**src/rtl/hazard_pkg.sv**
```systemverilog
// Shared encodings for the hazard/forwarding unit: forwarding-mux selects and MDU tracker states.
package hazard_pkg;

  localparam logic [1:0] FWD_RF = 2'b00;
  localparam logic [1:0] FWD_W  = 2'b01;
  localparam logic [1:0] FWD_M  = 2'b10;
  localparam logic [1:0] FWD_MD = 2'b11;

  typedef enum logic [1:0] {
    MD_IDLE    = 2'd0,
    MD_BUSY    = 2'd1,
    MD_WB_WAIT = 2'd2
  } md_state_e;

endpackage

```
**src/rtl/md_tracker.sv**
```systemverilog
// Tracks the single in-flight multi-cycle MDU op: countdown, pending destination and
// arbitration of the regfile write port against the W stage (W always wins).
module md_tracker
  import hazard_pkg::*;
#(
  parameter int REG_AW = 5,
  parameter int MD_LAT = 4
) (
  input  logic              clk,
  input  logic              rst,
  input  logic              MdStartE,
  input  logic [REG_AW-1:0] WriteRegE,
  input  logic              RegWriteW,
  output logic              MdBusy,
  output logic              MdWb,
  output logic [REG_AW-1:0] MdDst
);

  localparam logic [3:0] CNT_INIT = 4'(MD_LAT - 1);

  md_state_e         state_q, state_d;
  logic [3:0]        cnt_q, cnt_d;
  logic [REG_AW-1:0] md_dst_q, md_dst_d;

  always_comb begin
    state_d  = state_q;
    cnt_d    = cnt_q;
    md_dst_d = md_dst_q;
    case (state_q)
      MD_IDLE: begin
        if (MdStartE) begin
          state_d  = MD_BUSY;
          cnt_d    = CNT_INIT;
          md_dst_d = WriteRegE;
        end
      end
      MD_BUSY: begin
        if (cnt_q != 4'd0) begin
          cnt_d = cnt_q - 4'd1;
        end else if (RegWriteW) begin
          state_d = MD_WB_WAIT;
        end else begin
          state_d = MD_IDLE;
        end
      end
      MD_WB_WAIT: begin
        if (!RegWriteW) begin
          state_d = MD_IDLE;
        end
      end
      default: state_d = MD_IDLE;
    endcase
  end

  always_ff @(posedge clk or posedge rst) begin
    if (rst) begin
      state_q  <= MD_IDLE;
      cnt_q    <= 4'd0;
      md_dst_q <= '0;
    end else begin
      state_q  <= state_d;
      cnt_q    <= cnt_d;
      md_dst_q <= md_dst_d;
    end
  end

  // The result is ready once the count has expired; it only commits if W leaves the port free.
  assign MdBusy = (state_q != MD_IDLE);
  assign MdWb   = !RegWriteW &&
                  (((state_q == MD_BUSY) && (cnt_q == 4'd0)) || (state_q == MD_WB_WAIT));
  assign MdDst  = md_dst_q;

endmodule

```
**src/rtl/hazard_md_unit.sv**
```systemverilog
// Hazard/forwarding unit for the 5-stage core with a multi-cycle MDU.
// Define HAZ_PERF_CNT_EN to build the StallCnt/FlushCnt performance counters.
module hazard_md_unit
  import hazard_pkg::*;
#(
  parameter int REG_AW = 5,
  parameter int MD_LAT = 4,
  parameter int CNT_W  = 32
) (
  input  logic              clk,
  input  logic              rst,
  input  logic              RegWriteD,
  input  logic              RegWriteE,
  input  logic              RegWriteM,
  input  logic              RegWriteW,
  input  logic              MemtoRegE,
  input  logic              MemtoRegM,
  input  logic              BranchD,
  input  logic              JumpD,
  input  logic              MdOpD,
  input  logic              MdStartE,
  input  logic [REG_AW-1:0] RsD,
  input  logic [REG_AW-1:0] RtD,
  input  logic [REG_AW-1:0] RsE,
  input  logic [REG_AW-1:0] RtE,
  input  logic [REG_AW-1:0] WriteRegD,
  input  logic [REG_AW-1:0] WriteRegE,
  input  logic [REG_AW-1:0] WriteRegM,
  input  logic [REG_AW-1:0] WriteRegW,
  output logic [1:0]        ForwardAE,
  output logic [1:0]        ForwardBE,
  output logic              ForwardAD,
  output logic              ForwardBD,
  output logic              StallF,
  output logic              StallD,
  output logic              FlushE,
  output logic              MdBusy,
  output logic              MdWb,
  output logic [REG_AW-1:0] MdDst,
  output logic [CNT_W-1:0]  StallCnt,
  output logic [CNT_W-1:0]  FlushCnt
);

  logic lwstall, brstall, mdstall, stall;

  md_tracker #(
    .REG_AW(REG_AW),
    .MD_LAT(MD_LAT)
  ) u_md_tracker (
    .clk      (clk),
    .rst      (rst),
    .MdStartE (MdStartE),
    .WriteRegE(WriteRegE),
    .RegWriteW(RegWriteW),
    .MdBusy   (MdBusy),
    .MdWb     (MdWb),
    .MdDst    (MdDst)
  );

  // Youngest producer wins: M over W over the MDU result being written this cycle.
  function automatic logic [1:0] fwd_sel(
    input logic [REG_AW-1:0] src,
    input logic [REG_AW-1:0] wr_m,
    input logic              we_m,
    input logic [REG_AW-1:0] wr_w,
    input logic              we_w,
    input logic [REG_AW-1:0] md_dst,
    input logic              md_wb
  );
    if (src == '0)                    return FWD_RF;
    if ((src == wr_m) && we_m)        return FWD_M;
    if ((src == wr_w) && we_w)        return FWD_W;
    if ((src == md_dst) && md_wb)     return FWD_MD;
    return FWD_RF;
  endfunction

  always_comb begin
    ForwardAE = fwd_sel(RsE, WriteRegM, RegWriteM, WriteRegW, RegWriteW, MdDst, MdWb);
    ForwardBE = fwd_sel(RtE, WriteRegM, RegWriteM, WriteRegW, RegWriteW, MdDst, MdWb);
    ForwardAD = (RsD != '0) && (RsD == WriteRegM) && RegWriteM;
    ForwardBD = (RtD != '0) && (RtD == WriteRegM) && RegWriteM;

    lwstall = MemtoRegE && (RtE != '0) && ((RsD == RtE) || (RtD == RtE));
    brstall = BranchD &&
              ((RegWriteE && (WriteRegE != '0) && ((WriteRegE == RsD) || (WriteRegE == RtD))) ||
               (MemtoRegM && (WriteRegM != '0) && ((WriteRegM == RsD) || (WriteRegM == RtD))));
    // One MDU op at a time; also hold readers and writers of the pending destination.
    mdstall = MdBusy && (MdOpD || ((MdDst != '0) &&
              ((RsD == MdDst) || (RtD == MdDst) || (RegWriteD && (WriteRegD == MdDst)))));

    stall  = lwstall || brstall || mdstall;
    StallF = stall;
    StallD = stall;
    FlushE = stall || JumpD;
  end

`ifdef HAZ_PERF_CNT_EN
  logic [CNT_W-1:0] stall_cnt_q, stall_cnt_d;
  logic [CNT_W-1:0] flush_cnt_q, flush_cnt_d;

  always_comb begin
    stall_cnt_d = stall_cnt_q;
    flush_cnt_d = flush_cnt_q;
    if (StallD) stall_cnt_d = stall_cnt_q + CNT_W'(1);
    if (FlushE) flush_cnt_d = flush_cnt_q + CNT_W'(1);
  end

  always_ff @(posedge clk or posedge rst) begin
    if (rst) begin
      stall_cnt_q <= '0;
      flush_cnt_q <= '0;
    end else begin
      stall_cnt_q <= stall_cnt_d;
      flush_cnt_q <= flush_cnt_d;
    end
  end

  assign StallCnt = stall_cnt_q;
  assign FlushCnt = flush_cnt_q;
`else
  assign StallCnt = '0;
  assign FlushCnt = '0;
`endif

endmodule
```
**config.mk**
```make
export PLATFORM = sky130hd
export DESIGN_NAME = hazard_md_unit
export DESIGN_NICKNAME = d
export VERILOG_FILES = /design/src/rtl/hazard_pkg.sv /design/src/rtl/md_tracker.sv /design/src/rtl/hazard_md_unit.sv
export SDC_FILE = /design/constraint.sdc
export NUM_CORES = 1
export LEC_CHECK = 0
export ABC_CLOCK_PERIOD_IN_PS = 4900
export CORE_MARGIN = 2
export CORE_UTILIZATION = 42
export DETAILED_ROUTE_END_ITERATION = 10
export HOLD_SLACK_MARGIN = 0.1
export PLACE_DENSITY = 0.95
export SYNTH_ARGS = -nofsm -noshare
export SYNTH_HDL_FRONTEND = slang
export SYNTH_HIERARCHICAL = 1
export SYNTH_SLANG_ARGS = --single-unit
```
**constraint.sdc**
```tcl
create_clock -name clk -period 4.9 [get_ports clk]
set_input_delay 0.49 -clock clk [delete_from_list [all_inputs] [get_ports clk]]
set_output_delay 0.49 -clock clk [all_outputs]
set_load 0.005 [all_outputs]
```
==> results.md, run 1 <==
* Via count at 1848
* Height of the die at 76.7 um
* Clock skew at 0.00185 ns
* Core Area at 0.00511 sq mm
* Setup Fix Bufs, Post-CTS at 0
* P&R area growth vs syn at 19.7%
* Vias in the first global route at 1904
* Maximum fanout along the worst path at 5
* Worst-path cell chain: inv_1 -> ha_1 -> nor3b_1 -> a21oi_1 -> nor2_1 -> and3_1 -> a31oi_1 -> nor3_1 -> clkdlybuf4s50_1
* Net Sw Frac at 0.420
* Worst Slack Setup Final at 1.70 ns
* WP data required at 4.41 ns
* Remaining DRCs at 0
* Post-synth EDFFs at 0
* Final cell count without fillers at 390
* Max Cap Viol at 0
* Final hold vios at 0
* Final nets at 374
* Period utilization at 0.653
* Worst R2R Start: u_md_tracker/cnt_q[0]
* Antenna violations before repair at 0
* Worst path slowest cell: clkdlybuf4s50_1
* Slew Limit Fails at 0
* Die W at 76.7 um
* Maximum vdd ir drop at 219 uV
* Die area at 0.00588 sq mm
* Cts bufs inserted at 3
* Mapped Cells at 277
* CP top delay family: simple AND/OR/NAND/NOR gates
* Sequential cell area fraction in the yosys report at 0.124
* Initial Utilization at 0.434
* Top-area cell type share of the netlist area at 0.223
* First-pass GRT wire length at 8.82 mm
* Clock Path Buffers at 2
* DRT Wirelength at 5.47 mm
* Outcome: complete, no violations
* Diode count at 0
* Sequential power share at 0.303
* RSZ-0062 raised after global routing: false
* Placed Area at 0.00261 sq mm
* # fillers at 475
* Placed cell count at 386
* Finish-stage setup viols at 0
* Internal power at 473 uW
* Worst setup endpoint: ForwardBE[0]
* Kind of critical path: reg -> out
* Logic gate share of total power at 0.590
* Mapped Avg Cell Area at 8.01 sq um
* Post-layout minimum cycle time at 3.20 ns
* Synth top area cells: buf_4 (22%), xor2_1 (15%), xnor2_1 (15%)
* Hold_buf cts at 0
* Sink Count at 11
* Total grt overflow at 0
* Yosys cell types at 46
* Crit end category: output port
* Crit start category: flip-flop
* Root Driver: clkbuf_8
* Worst min path class: reg -> reg
* Hold_sp: u_md_tracker/cnt_q[0]
* Fin area at 0.00266 sq mm
* PortBufs at 67
* Slowest stage delay, CP at 0.55 ns
* Design Power at 815 uW
* Reg2Reg Depth at 5
* Drt pass-1 iters at 4
* CP Data Arrival Time at 2.71 ns
* Top_reg_cell synth: dfrtp_1
* Setup_tns at 0 ns
* Routed WL per cell at 14.0 um
* CTS clk-pin slew, worst paths at 0.05 ns
* Ys Warns at 6
* Post-synth ARST share at 1.00
* PostCTS Resize Cnt at 0
* FF-to-FF End: u_md_tracker/cnt_q[1]
* Layout cells sized above 1 at 0.0594
* H-Tree Depth at 1
* Drt initial violations at 46
* WP depth at 9
* Sw power at 342 uW
* RePlAce Congestion at 0.901
* CP Buf/Inv Count at 2
* LEAKAGE at 1.11 nW
* WHS at 0.534 ns
* Cell Area, Synth at 0.00222 sq mm
* IO Count at 132
* FMAX at 0.313 GHz
* Most frequent cell after synthesis: buf_4
* Post-layout util at 0.520
* DR vias/cell at 4.74
* Leading area contributor after synthesis: buf_4
* Clk network pwr share at 0.107
* Largest net degree at the start of global routing at 13
* Slack of the worst reg-to-reg path at 3.37 ns
* Clock Latency Late Sink at 0.23 ns
* Crit. Startpoint: u_md_tracker/cnt_q[0]
* Detail Placement HPWL at 4.54 mm
* GRT Total Usage at 0.183
* Row Count at 26
* Pre-CTS setup slack at 1.74 ns
* Antenna Violating Nets Remaining at 0
* Commonest cells in the netlist: buf_4 (66), xor2_1 (38), xnor2_1 (37)
* Cell Pwr Density at 307 mW/mm^2
* Yosys reg bits at 11
* CTS tree: built
-- per-layer routing --
layer	vias up	global-route usage	wire length, um
met2	106	0.314	2670
met4	0	0.0818	114
li1	870	-	-
met3	12	0.0212	369
met1	860	0.230	2310
met5	-	0	0
-- sequential cells by signal, summed over array words and instances, names as in the netlist --
signal	cells
u_md_tracker/MdDst	5
u_md_tracker/state_q	2
u_md_tracker/cnt_q	4
-- logic make-up (layout without fill, tap and decap cells) --
group,Yosys count,in the layout,synth area share
buffers and inverters,95,75,0.279
adders and majority gates,1,1,0.00564
and+or+nand+nor,64,64,0.175
AOI/OAI and AO/OA,24,24,0.0801
muxes,6,6,0.0389
DFF,11,11,0.124
other,1,64,0.00169
xor gates and xnor gates,75,75,0.296
-- worst register-to-register path: cells and delay by family (launching register included) --
| family | cells | cell delay [ns] |
|---|---|---|
| compound gates | 2 | 0.21 |
| fa+ha+maj | 1 | 0.22 |
| simple gates | 1 | 0.49 |
| buf+inv | 1 | 0.08 |
| flops | 1 | 0.41 |
-- cells in the final DEF (no fill, tap or decap), drive strengths merged, types with 2 or more instances in the layout --
cell type       n
nor4            7
nor2b           4
conb           64
and3            4
nand2           7
xor2           38
nor3            9
or4             3
mux2            6
inv             4
nand2b          2
clkbuf          4
nand3          11
o311a           3
clkdlybuf4s50  67
o22ai           4
nor2            8
a21oi           3
dfrtp          11
or3             3
a31oi           5
xnor2          37
-- final cells by class --
type	instances	area (sq um)	area share
Clock buffer	4	45.0	0.0170
Inverter	4	15.0	0.00566
Multi-Input combinational cell	234	1560	0.588
Sequential cell	11	275	0.104
Tap cell	70	87.6	0.0330
Timing Repair Buffer	67	671	0.253
-- power groups by stage --
stage,Clock [mW],Sequential (mW),Combinational (mW)
floorplan,0,0.167,0.411
global placement,0,0.244,0.456
detailed placement,0,0.247,0.480
CTS,0.0904,0.246,0.483
global route,0.0945,0.258,0.525
finish,0.0872,0.247,0.481
-- worst min path at each step --
stage | end | depth (start not counted) | slack [ns]
global route | u_md_tracker/cnt_q[0] | 1 | 0.58
CTS | u_md_tracker/cnt_q[0] | 1 | 0.53
global placement | u_md_tracker/cnt_q[0] | 1 | 0.51
detailed placement | u_md_tracker/cnt_q[0] | 1 | 0.53
finish | u_md_tracker/cnt_q[0] | 1 | 0.53
floorplan | u_md_tracker/MdDst[0] | 1 | 0.34
No activity file was read; power rests on OpenSTA's default activity.
==> run 2, diff against run 1 <==
--- a/config.mk
+++ b/config.mk
@@ -5,12 +5,12 @@
 export SDC_FILE = /design/constraint.sdc
 export NUM_CORES = 1
 export LEC_CHECK = 0
-export ABC_CLOCK_PERIOD_IN_PS = 4900
+export ABC_CLOCK_PERIOD_IN_PS = 2800
 export CORE_MARGIN = 2
-export CORE_UTILIZATION = 42
+export CORE_UTILIZATION = 35
 export DETAILED_ROUTE_END_ITERATION = 10
 export HOLD_SLACK_MARGIN = 0.1
-export PLACE_DENSITY = 0.95
+export PLACE_DENSITY = 0.85
 export SYNTH_ARGS = -nofsm -noshare
 export SYNTH_HDL_FRONTEND = slang
 export SYNTH_HIERARCHICAL = 1
==> constraint.sdc (replaced) <==
create_clock -name clk -period 2.8 [get_ports clk]
set_input_delay 0.28 -clock clk [delete_from_list [all_inputs] [get_ports clk]]
set_output_delay 0.28 -clock clk [all_outputs]
set_load 0.005 [all_outputs]
==> run 2 against run 1 <==
Net effect:
- flip-flop and latch count stayed put
- worst hold slack got worse by 0.19 ns
- highest routed layer unchanged
- largest power group unchanged
- combinational power up 76%
- core utilization shrank 8.2 points
- first-iteration DRC count rose by 74%
- setup slack worse by 1.5 ns
- die area increased by 19%
- via count increased by 1.5%
- count of clock-buffer cells in the layout did not move
==> results.md, run 2 (synthesis gave the netlist of run 1 again) <==
* P&R area growth vs syn at 23.1%
* Commonest non-fill, non-tap cells in the layout: clkdlybuf4s50_1 (66), conb_1 (64), xor2_1 (38)
* Kind of critical path: reg -> out
* FMAX at 0.381 GHz
* Core Area at 0.00624 sq mm (+22%)
* Root Driver: clkbuf_8
* Maximum fanout along the worst path at 8 (+3)
* Drt pass-1 iters at 4 (unchanged)
* Most common cell after layout, fill and taps aside: clkdlybuf4s50_1
* Height of the die at 83.6 um (+9.0%)
* RePlAce Congestion at 0.869 (-3.6%)
* Period utilization at 0.937
* Crit start category: flip-flop
* Max Cap Viol at 0 (unchanged)
* DR vias/cell at 4.65 (-1.8%)
* Layout cells sized above 1 at 0.0951 (+0.0357)
* Pre-CTS setup slack at 0.0964 ns (-1.64 ns)
* Cell Pwr Density at 529 mW/mm^2 (+72%)
* First-pass GRT wire length at 8.96 mm (+1.6%)
* PortBufs at 67 (unchanged)
* Maximum vdd ir drop at 380 uV (+74%)
* Met3 Use GR at 0.0188 (-0.00238)
* Slew Limit Fails at 0 (unchanged)
* Worst Slack Setup Final at 0.176 ns (-1.53 ns)
* Largest net degree at the start of global routing at 13 (unchanged)
* LEAKAGE at 1.16 nW (+4.1%)
* Die area at 0.00699 sq mm (+19%)
* WP data required at 2.52 ns (-1.89 ns)
* Crit end category: output port
* Clock skew at 0.00163 ns (-0.000223 ns)
* Fraction of met1 tracks used by global routing at 0.202 (-0.0273)
* DRT Wirelength at 5.53 mm (+1.1%)
* Worst min path class: in -> async
* Met2 Usage GRT at 0.270 (-0.0442)
* Clock Latency Late Sink at 0.23 ns (about the same)
* Vias in the first global route at 1862 (-2.2%)
* Die W at 83.6 um (+9.0%)
* H-Tree Depth at 1 (unchanged)
* Finish-stage setup viols at 0 (unchanged)
* Via count at 1875 (+1.5%)
* GR peak layer: met2
* Row Count at 29 (+12%)
* Final hold vios at 0 (unchanged)
* Initial Utilization at 0.355 (-0.0789)
* # fillers at 624 (+31%)
* IO Count at 132 (unchanged)
* Area of the multi-input gates at 0.00158 sq mm (+0.88%)
* Routed WL per cell at 13.7 um (-2.2%)
* Post-layout minimum cycle time at 2.62 ns
* Final cell count without fillers at 403 (+3.3%)
* Sink Count at 11 (unchanged)
* Total grt overflow at 0 (unchanged)
* Cts bufs inserted at 3 (unchanged)
* Diode count at 0 (unchanged)
* Setup_tns at 0 ns (unchanged)
* Antenna violations before repair at 0 (unchanged)
* CP Data Arrival Time at 2.34 ns (-0.37 ns)
* Outcome: complete, no violations
* Drt initial violations at 80 (+74%)
* Placed cell count at 398 (+3.1%)
* Slack of the worst reg-to-reg path at 1.29 ns (-2.08 ns)
* CTS clk-pin slew, worst paths at 0.05 ns (about the same)
* Remaining DRCs at 0 (unchanged)
* CTS tree: built
* Detail Placement HPWL at 4.57 mm (+0.76%)
* Reg area at 280 sq um (+1.8%)
* Clock Path Buffers at 2 (unchanged)
* Final nets at 380 (+1.6%)
* GRT Total Usage at 0.155 (-0.0282)
* RSZ-0062 raised after global routing: false
* Antenna Violating Nets Remaining at 0 (unchanged)
* Max reg flops at 5 (unchanged)
## run 2: per-layer routing
| layer | share of wire | vias up |
|---|---|---|
| li1 | - | 884 |
| met1 | 0.43 | 884 |
| met2 | 0.49 | 101 |
| met3 | 0.068 | 6 |
| met4 | 0.012 | 0 |
| met5 | 0 | - |
## run 2: what timing repair did
item                                   CTS  global route
hold buffers                             0             0
gates resized for setup                  1             7
setup endpoints to repair                1             6
pin swaps                                0             3
endpoints found under the hold margin    0             0
setup buffers                            0             1
## run 2: worst max-delay path, cell delays in order (launching register included)
cell	delay [ns]
dfrtp_2	0.50
xor2_1	0.19
nor4_1	0.32
nand3_1	0.19
a31o_2	0.30
nand3_1	0.10
clkdlybuf4s50_1	0.51
## run 2: area by class of cell
| type | instances | area share |
|---|---|---|
| clock buffers | 4 | 0.0165 |
| flip-flops and latches | 11 | 0.103 |
| multi-input cells | 234 | 0.577 |
| well taps | 77 | 0.0353 |
| inverters | 4 | 0.00550 |
| repair buffers | 73 | 0.263 |
## run 2: through the flow
step | hold WS [ns] | instance area, sq um | util | power, mW
6_report | 0.339 | 2730 | 0.437 | 1.44
5_1_grt | 0.378 | 2730 | 0.437 | 1.57
4_1_cts | 0.358 | 2710 | 0.434 | 1.43
3_5_place_dp | 0.542 | 2660 | 0.426 | 1.27
3_3_place_gp | 0.507 | 2660 | 0.426 | 1.24
2_1_floorplan | 0.132 | 2450 | - | 1.01
## run 2: worst paths after layout
kind,start,endpoint,depth (start not counted)
setup reg to reg,u_md_tracker/cnt_q[0],u_md_tracker/cnt_q[0],5
hold reg to reg,u_md_tracker/cnt_q[0],u_md_tracker/cnt_q[0],1
max in group asynchronous,rst,u_md_tracker/MdDst[4],2
min in group clk,u_md_tracker/cnt_q[0],u_md_tracker/cnt_q[0],1
hold / removal,rst,u_md_tracker/state_q[0],2
setup / recovery,u_md_tracker/MdDst[1],StallD,6
## run 2: power by group
group,internal [mW],switching (mW)
Sequential,0.238,0.204
Combinational,0.512,0.336
Clock,0.0995,0.0543
